File: config.mk
export PLATFORM = sky130hd
export DESIGN_NAME = alu_issue_scheduler
export DESIGN_NICKNAME = d
export VERILOG_FILES = /design/src/rtl/mincpu_alu_pkg.sv /design/src/rtl/rr_arbiter2.sv /design/src/rtl/alu_issue_scheduler.sv
export SDC_FILE = /design/constraint.sdc
export NUM_CORES = 1
export LEC_CHECK = 0
export CELL_PAD_IN_SITES_DETAIL_PLACEMENT = 1
export CELL_PAD_IN_SITES_GLOBAL_PLACEMENT = 1
export CORE_ASPECT_RATIO = 1.75
export CORE_MARGIN = 5
export CORE_UTILIZATION = 44
export CTS_CLUSTER_SIZE = 20
export DETAILED_ROUTE_END_ITERATION = 16
export DONT_BUFFER_PORTS = 1
export PLACE_DENSITY = 0.79
export SLEW_MARGIN = 40
export SYNTH_ARGS = -nofsm -noshare
export SYNTH_HDL_FRONTEND = slang
export SYNTH_SLANG_ARGS = --single-unit
File: constraint.sdc
create_clock -name clk -period 5.4 [get_ports clk]
set_input_delay 0.54 -clock clk [delete_from_list [all_inputs] [get_ports clk]]
set_output_delay 0.54 -clock clk [all_outputs]
set_load 0.02 [all_outputs]
File: src/rtl/mincpu_alu_pkg.sv
// Shared ALU op encodings, op latency classing and scheduler state type.
package mincpu_alu_pkg;

  localparam logic [3:0] ALU_ADD  = 4'b0000;
  localparam logic [3:0] ALU_SUB  = 4'b0001;
  localparam logic [3:0] ALU_AND  = 4'b0010;
  localparam logic [3:0] ALU_OR   = 4'b0011;
  localparam logic [3:0] ALU_XOR  = 4'b0100;
  localparam logic [3:0] ALU_SLL  = 4'b0101;
  localparam logic [3:0] ALU_SRL  = 4'b0110;
  localparam logic [3:0] ALU_SRA  = 4'b0111;
  localparam logic [3:0] ALU_SLT  = 4'b1000;
  localparam logic [3:0] ALU_SLTU = 4'b1001;

  typedef enum logic [1:0] {IDLE, EXEC, DONE} sched_state_t;

  // Shifts and compares use the slow path; unassigned codes 1010-1111 stay fast.
  function automatic logic is_slow_op(input logic [3:0] op);
    return (op >= ALU_SLL) && (op <= ALU_SLTU);
  endfunction

endpackage

File: src/rtl/rr_arbiter2.sv
// Two-way round-robin arbiter: one-hot grant when enabled.
// Latency: combinational grant and next pointer.
// Backpressure: en=0 suppresses all grants and holds the pointer.
module rr_arbiter2 (
  input  logic [1:0] req,
  input  logic       rr_ptr,
  input  logic       en,
  output logic [1:0] grant,
  output logic       next_ptr
);

  always_comb begin
    grant    = 2'b00;
    next_ptr = rr_ptr;
    if (en) begin
      if (&req) begin
        // Contention: pointer picks the winner and then points at the loser.
        grant[rr_ptr] = 1'b1;
        next_ptr      = ~rr_ptr;
      end else begin
        grant = req;
      end
    end
  end

endmodule

File: src/rtl/alu_issue_scheduler.sv
// Shares one ALU between two requesters; ALU_SCHED_TIMEOUT_EN adds a watchdog.
// Latency: class_cycles edges from accept to rsp_valid when the ALU flag is ready.
// Backpressure: requests only granted in IDLE or in DONE while rsp_ready=1.
module alu_issue_scheduler
  import mincpu_alu_pkg::*;
#(
  parameter int DATA_W         = 32,
  parameter int FAST_CYCLES    = 1,
  parameter int SLOW_CYCLES    = 3,
  parameter int TIMEOUT_CYCLES = 16
) (
  input  logic              clk,
  input  logic              rst_n,
  input  logic              req0_valid,
  output logic              req0_ready,
  input  logic [3:0]        req0_op,
  input  logic [DATA_W-1:0] req0_src1,
  input  logic [DATA_W-1:0] req0_src2,
  input  logic              req1_valid,
  output logic              req1_ready,
  input  logic [3:0]        req1_op,
  input  logic [DATA_W-1:0] req1_src1,
  input  logic [DATA_W-1:0] req1_src2,
  output logic [3:0]        alu_op,
  output logic [DATA_W-1:0] alu_src1,
  output logic [DATA_W-1:0] alu_src2,
  input  logic [DATA_W-1:0] alu_result,
  input  logic              alu_zero,
  input  logic              alu_fast_ready,
  input  logic              alu_slow_ready,
  output logic              rsp_valid,
  input  logic              rsp_ready,
  output logic              rsp_id,
  output logic [DATA_W-1:0] rsp_result,
  output logic              rsp_zero,
`ifdef ALU_SCHED_TIMEOUT_EN
  output logic              timeout_err,
`endif
  output logic              busy
);

  localparam int MAX_CYC = (FAST_CYCLES > SLOW_CYCLES) ? FAST_CYCLES : SLOW_CYCLES;
  localparam int CNT_W   = $clog2(MAX_CYC + 1);
  localparam logic [CNT_W-1:0] FAST_LD = CNT_W'(FAST_CYCLES - 1);
  localparam logic [CNT_W-1:0] SLOW_LD = CNT_W'(SLOW_CYCLES - 1);

  sched_state_t      state;
  logic [CNT_W-1:0]  cnt;
  logic              id_q;
  logic              rr_ptr;
  logic [1:0]        grant;
  logic              next_ptr;
  logic              grant_en;
  logic              grant_id;
  logic [3:0]        sel_op;
  logic [DATA_W-1:0] sel_src1;
  logic [DATA_W-1:0] sel_src2;
  logic              flag_ok;

`ifdef ALU_SCHED_TIMEOUT_EN
  localparam int WD_W = $clog2(TIMEOUT_CYCLES + 1);
  localparam logic [WD_W-1:0] WD_LAST = WD_W'(TIMEOUT_CYCLES - 1);
  logic [WD_W-1:0] wd;
`endif

  // Gating with rst_n keeps both ready lines low while reset is held.
  assign grant_en = rst_n && ((state == IDLE) || ((state == DONE) && rsp_ready));

  rr_arbiter2 u_arb (
    .req      ({req1_valid, req0_valid}),
    .rr_ptr   (rr_ptr),
    .en       (grant_en),
    .grant    (grant),
    .next_ptr (next_ptr)
  );

  assign req0_ready = grant[0];
  assign req1_ready = grant[1];
  assign grant_id   = grant[1];
  assign sel_op     = grant_id ? req1_op   : req0_op;
  assign sel_src1   = grant_id ? req1_src1 : req0_src1;
  assign sel_src2   = grant_id ? req1_src2 : req0_src2;
  assign flag_ok    = is_slow_op(alu_op) ? alu_slow_ready : alu_fast_ready;
  assign busy       = (state != IDLE);

  always_ff @(posedge clk or negedge rst_n) begin
    if (!rst_n) begin
      state      <= IDLE;
      cnt        <= '0;
      id_q       <= 1'b0;
      rr_ptr     <= 1'b0;
      alu_op     <= 4'b0000;
      alu_src1   <= '0;
      alu_src2   <= '0;
      rsp_valid  <= 1'b0;
      rsp_id     <= 1'b0;
      rsp_result <= '0;
      rsp_zero   <= 1'b0;
`ifdef ALU_SCHED_TIMEOUT_EN
      timeout_err <= 1'b0;
      wd          <= '0;
`endif
    end else begin
      case (state)
        EXEC: begin
`ifdef ALU_SCHED_TIMEOUT_EN
          wd <= wd + WD_W'(1);
`endif
          if ((cnt == '0) && flag_ok) begin
            rsp_result <= alu_result;
            rsp_zero   <= alu_zero;
            rsp_id     <= id_q;
            rsp_valid  <= 1'b1;
            state      <= DONE;
          end
`ifdef ALU_SCHED_TIMEOUT_EN
          else if (wd == WD_LAST) begin
            rsp_result  <= '0;
            rsp_zero    <= 1'b0;
            rsp_id      <= id_q;
            rsp_valid   <= 1'b1;
            timeout_err <= 1'b1;
            state       <= DONE;
          end
`endif
          else if (cnt != '0) begin
            cnt <= cnt - CNT_W'(1);
          end
        end
        DONE: begin
          if (rsp_ready) begin
            rsp_valid <= 1'b0;
`ifdef ALU_SCHED_TIMEOUT_EN
            timeout_err <= 1'b0;
`endif
            state     <= IDLE;
          end
        end
        default: ;
      endcase

      // Accept overrides the IDLE fall-through above, giving back-to-back issue from DONE.
      if (|grant) begin
        alu_op   <= sel_op;
        alu_src1 <= sel_src1;
        alu_src2 <= sel_src2;
        id_q     <= grant_id;
        rr_ptr   <= next_ptr;
        cnt      <= is_slow_op(sel_op) ? SLOW_LD : FAST_LD;
        state    <= EXEC;
`ifdef ALU_SCHED_TIMEOUT_EN
        wd       <= '0;
`endif
      end
    end
  end

endmodule

==> summary.md <==
| Metric | Value |
|---|---|
| Required time of the critical path | approximately 4.9 ns |
| Largest family of logic cells by synthesized area | simple AND/OR/NAND/NOR gates |
| Peak supply drop | 269 µV |
| Startpoint-to-endpoint class of the critical path | reg -> out |
| Area inside the core boundary | 10600 µm² |
| Clock-pin slew reported for the worst setup and hold paths after clock tree synthesis | 0.08 ns |
| Reg area | 2730 µm² |
| Die Width | 88.5 µm |
| Endpoint class of the critical path | output port |
| Worst Slack Setup Final | around 2.4 ns |
| NumNets Final | about 600 |
| CTS tree | yes |
| Largest area contributor in the synthesized netlist | sky130_fd_sc_hd__dfrtp_1 |
| Area Growth Syn to Fin | 8.55% |
| Top cell family by delay on the critical path | buffers and inverters |
| Per-cell via count in the routed design | 5.89 |
| Pin count of the biggest net entering global routing | 110 |
| CP Launch Type | flip-flop |
| RePlAce Congestion | 0.810 |
| Clock buffer depth | 2 |
| CTS sink cnt | 109 |
| Unrepaired setup endpoints after global routing | no |
| Critical Path AT | 2.49 ns |
| CTS H-Tree Depth | 3 |
| Hold slack | 0.104 ns |
| DP Cell Count | roughly 550 |
| Clock tree root buffer cell | sky130_fd_sc_hd__clkbuf_16 |
| Maximum Capacitance Violations | 0 |
| Largest stage delay on the critical path | 0.60 ns |
| Routed wire length per instance | about 24 µm |
| Total area of multi-input combinational cells | 1850 µm² |
| # port buffers | 0 |
| Critical-path maximum fanout | 77 |
| Mapped Nets | 625 |
| Cell types with the largest area share after synthesis | sky130_fd_sc_hd__dfrtp_1, sky130_fd_sc_hd__nor2_1, sky130_fd_sc_hd__mux2_4 |
| Part of the Yosys area used for sequential elements | a little under three fifths |
| Setup Buffers After CTS | 0 |
| Crit-path cells | inv_1 > ha_1 > a21o_1 > nand4b_1 > buf_4 > inv_1 |
| Yosys reg bits | between 100 and 150 |
| Worst relative slew slack | 47.4% |
| Final Critical Period | slightly above 3 ns |
| Total congestion overflow | 0 |
| Die ar. | 13000 µm² |
| Wire length of the first global-routing pass | 20.5 mm |
| Total inserted antenna cells | 0 |
| Min-delay worst type | in -> async |
| Post-synthesis async set-or-reset flop share | 100% |
| Slowest library cell on the worst path | sky130_fd_sc_hd__buf_4 |
| Share of final-layout standard cells stronger than drive strength 1 | 13.6% |
| First-pass iteration count of the detailed router | 6 |
| Aggregate global-route resource usage | 20.2% |
| Average footprint of a synthesized cell | 10.7 µm² |
| Synth unique cells | 33 |
| Number of remaining DRC errors | 0 |
| Most common cell type on the critical path | sky130_fd_sc_hd__inv_1 |
| Site row count | 50 |
| Antenna violations before repair | 0 |
| Fraction of synthesized cell area in xor and xnor cells | 0.369% |
| Count of buffering cells on the critical path with inverters included | 3 |
| Clock network latency to the later pin of the worst-skew pair | between 0.3 and 0.4 ns |
| Most instantiated library cell after synthesis | sky130_fd_sc_hd__nor2_1 |
| Detail Placement HPWL | 10.0 mm |
| Cts bufs inserted | 9 |
| I/O pin total | 282 |
| Aggregate routed wire length | 13.5 mm |
| DR iter-0 viols | between 90 and 100 |
| Area of all placed cells without fillers | about 5100 µm² |
| Count of endpoints failing setup in the final report | 0 |
| Share of synthesized cell area in and, or, nand and nor gates | 14.6% |
| Fin. Hold Viols | 0 |
| Synth Flop Type | sky130_fd_sc_hd__dfrtp_1 |
| DR vias | 3356 |
| Die height | 147 µm |
| Non-filler cells in the finished layout | 570 |
| Worst slack after detailed placement | approximately 2.3 ns |
| Starting Density | 44.6% |
| Part of the cycle the worst path needs | 56.1% |
| Power Dens Cells | between 700 and 800 nW/µm² |
| Share of the synthesized area in compound gates (AO/OA/AOI/OAI) | 12.4% |
| Remaining antenna violation count | 0 |
| Share of cell area taken by muxes after synthesis | 10.4% |
| Yosys top cell area share | 57.5% |
| Most used standard cells in the synthesized netlist | sky130_fd_sc_hd__nor2_1, sky130_fd_sc_hd__dfrtp_1, sky130_fd_sc_hd__o22ai_1, sky130_fd_sc_hd__mux2_4, sky130_fd_sc_hd__nand2_1 |
| Post-synth EDFFs | 0 |
| Yosys warns | 0 |
| Via count of the first global-routing pass | 3931 |
| TNS Setup | 0 ns |
| Run status | completed |
| Number of pins with negative max-slew slack in the final report | 0 |
| Tightest Pin Transition | slightly below 0.8 ns |
| Adder-cell share of the synthesized area | 1.06% |
| # fillers | 1163 |
| Area of placed instances | roughly 4800 µm² |
| Achievable clock frequency | 330 MHz |
| Number of cells produced by synthesis | 445 |
| Static Leak | 2.32 nW |
| Clock skew after layout | 0.0125 ns |
| Area of the mapped netlist | 4740 µm² |
-- per-layer routing --
layer / vias up / track usage, % / part of all wire, %
met1: 1641 / 21.9 / 35
met4: 0 / 6.28 / 1.5
met5: - / 0 / 0
li1: 1520 / - / -
met2: 181 / 36.7 / 54
met3: 14 / 6.00 / 10
-- worst reg2reg max path, stage by stage, from the launching register on --
cell and delay [ns]:
sky130_fd_sc_hd__dfrtp_1 0.40, sky130_fd_sc_hd__inv_1 0.08, sky130_fd_sc_hd__ha_1 0.25, sky130_fd_sc_hd__a21o_1 0.22, sky130_fd_sc_hd__nand4b_1 0.12, sky130_fd_sc_hd__buf_4 0.60
sky130_fd_sc_hd__nand2_4 0.48, sky130_fd_sc_hd__buf_4 0.40, sky130_fd_sc_hd__nor2_1 0.13, sky130_fd_sc_hd__nor2_1 0.05
-- layout by cell type, fill, tap and decap left out, types with 2 or more instances in the layout --
master	count
sky130_fd_sc_hd__nor2_1	132
sky130_fd_sc_hd__dfrtp_1	109
sky130_fd_sc_hd__o22ai_1	61
sky130_fd_sc_hd__mux2_4	30
sky130_fd_sc_hd__nand2_1	23
sky130_fd_sc_hd__inv_1	11
sky130_fd_sc_hd__a31oi_1	11
sky130_fd_sc_hd__clkbuf_16	9
sky130_fd_sc_hd__o21ai_0	4
sky130_fd_sc_hd__mux2_2	4
sky130_fd_sc_hd__ha_1	4
sky130_fd_sc_hd__nor3_1	3
sky130_fd_sc_hd__nor2b_1	3
sky130_fd_sc_hd__o32ai_1	3
sky130_fd_sc_hd__inv_8	3
sky130_fd_sc_hd__buf_4	3
sky130_fd_sc_hd__nand4_1	2
sky130_fd_sc_hd__a21oi_1	2
sky130_fd_sc_hd__nand2b_1	2
sky130_fd_sc_hd__xnor2_1	2
-- cell type report --
cell class,instances,area share (%)
Clock inverter,7,1.73
Inverter,11,0.802
Timing Repair Buffer,4,0.972
Sequential cell,109,53.0
Tap cell,130,3.16
Clock buffer,9,4.38
Multi-Input combinational cell,300,36.0
-- cells by family after synthesis --
group                    Yosys count
AO/OA/AOI/OAI                     89
XOR/XNOR                           2
adder cells (fa/ha/maj)            4
buffers and inverters             36
flip-flops                       109
multiplexers                      34
AND/OR/NAND/NOR                  171
-- sequential cells by signal, summed over array words and instances (netlist names) --
name and cells:
alu_op 4, rsp_result 32, rsp_id 1, rsp_zero 1, rr_ptr 1, alu_src1 32
id_q 1, alu_src2 32, cnt 2, state 2, rsp_valid 1
-- final timing paths --
check | start | to | slack, ns | cells after the start
setup / recovery | state[0] | req1_ready | 2.37 | 6
hold / removal | rst_n | rsp_result[7] | 0.10 | 1
setup reg to reg | state[0] | alu_src1[27] | 2.56 | 9
hold reg to reg | id_q | id_q | 0.52 | 1
max in group asynchronous | rst_n | alu_op[3] | 4.82 | 1
min in group clk | req0_src1[3] | alu_src1[3] | 0.34 | 2
-- report_power, final --
| part | leakage, nW | internal, W | switching, W |
|---|---|---|---|
| registers | 1.25 | 0.00122 | 0.000811 |
| clock network | 0.152 | 0.000373 | 0.000321 |
| logic | 0.915 | 0.000454 | 0.000499 |
| total | 2.32 | 0.00204 | 0.00163 |
-- stage by stage --
stage	total power (W)	util (%)
global route	0.00389	48.4
global placement	0.00290	45.1
CTS	0.00372	48.4
finish	0.00368	48.4
floorplan	0.00270	-
detailed placement	0.00300	45.1
-- repair_timing --
action | 4_1_cts | 5_1_grt
hold buffers | 1 | 0
gates resized for setup | 0 | 0
hold endpoints to repair | 109 | 0
(Power assumes the default switching activity.)
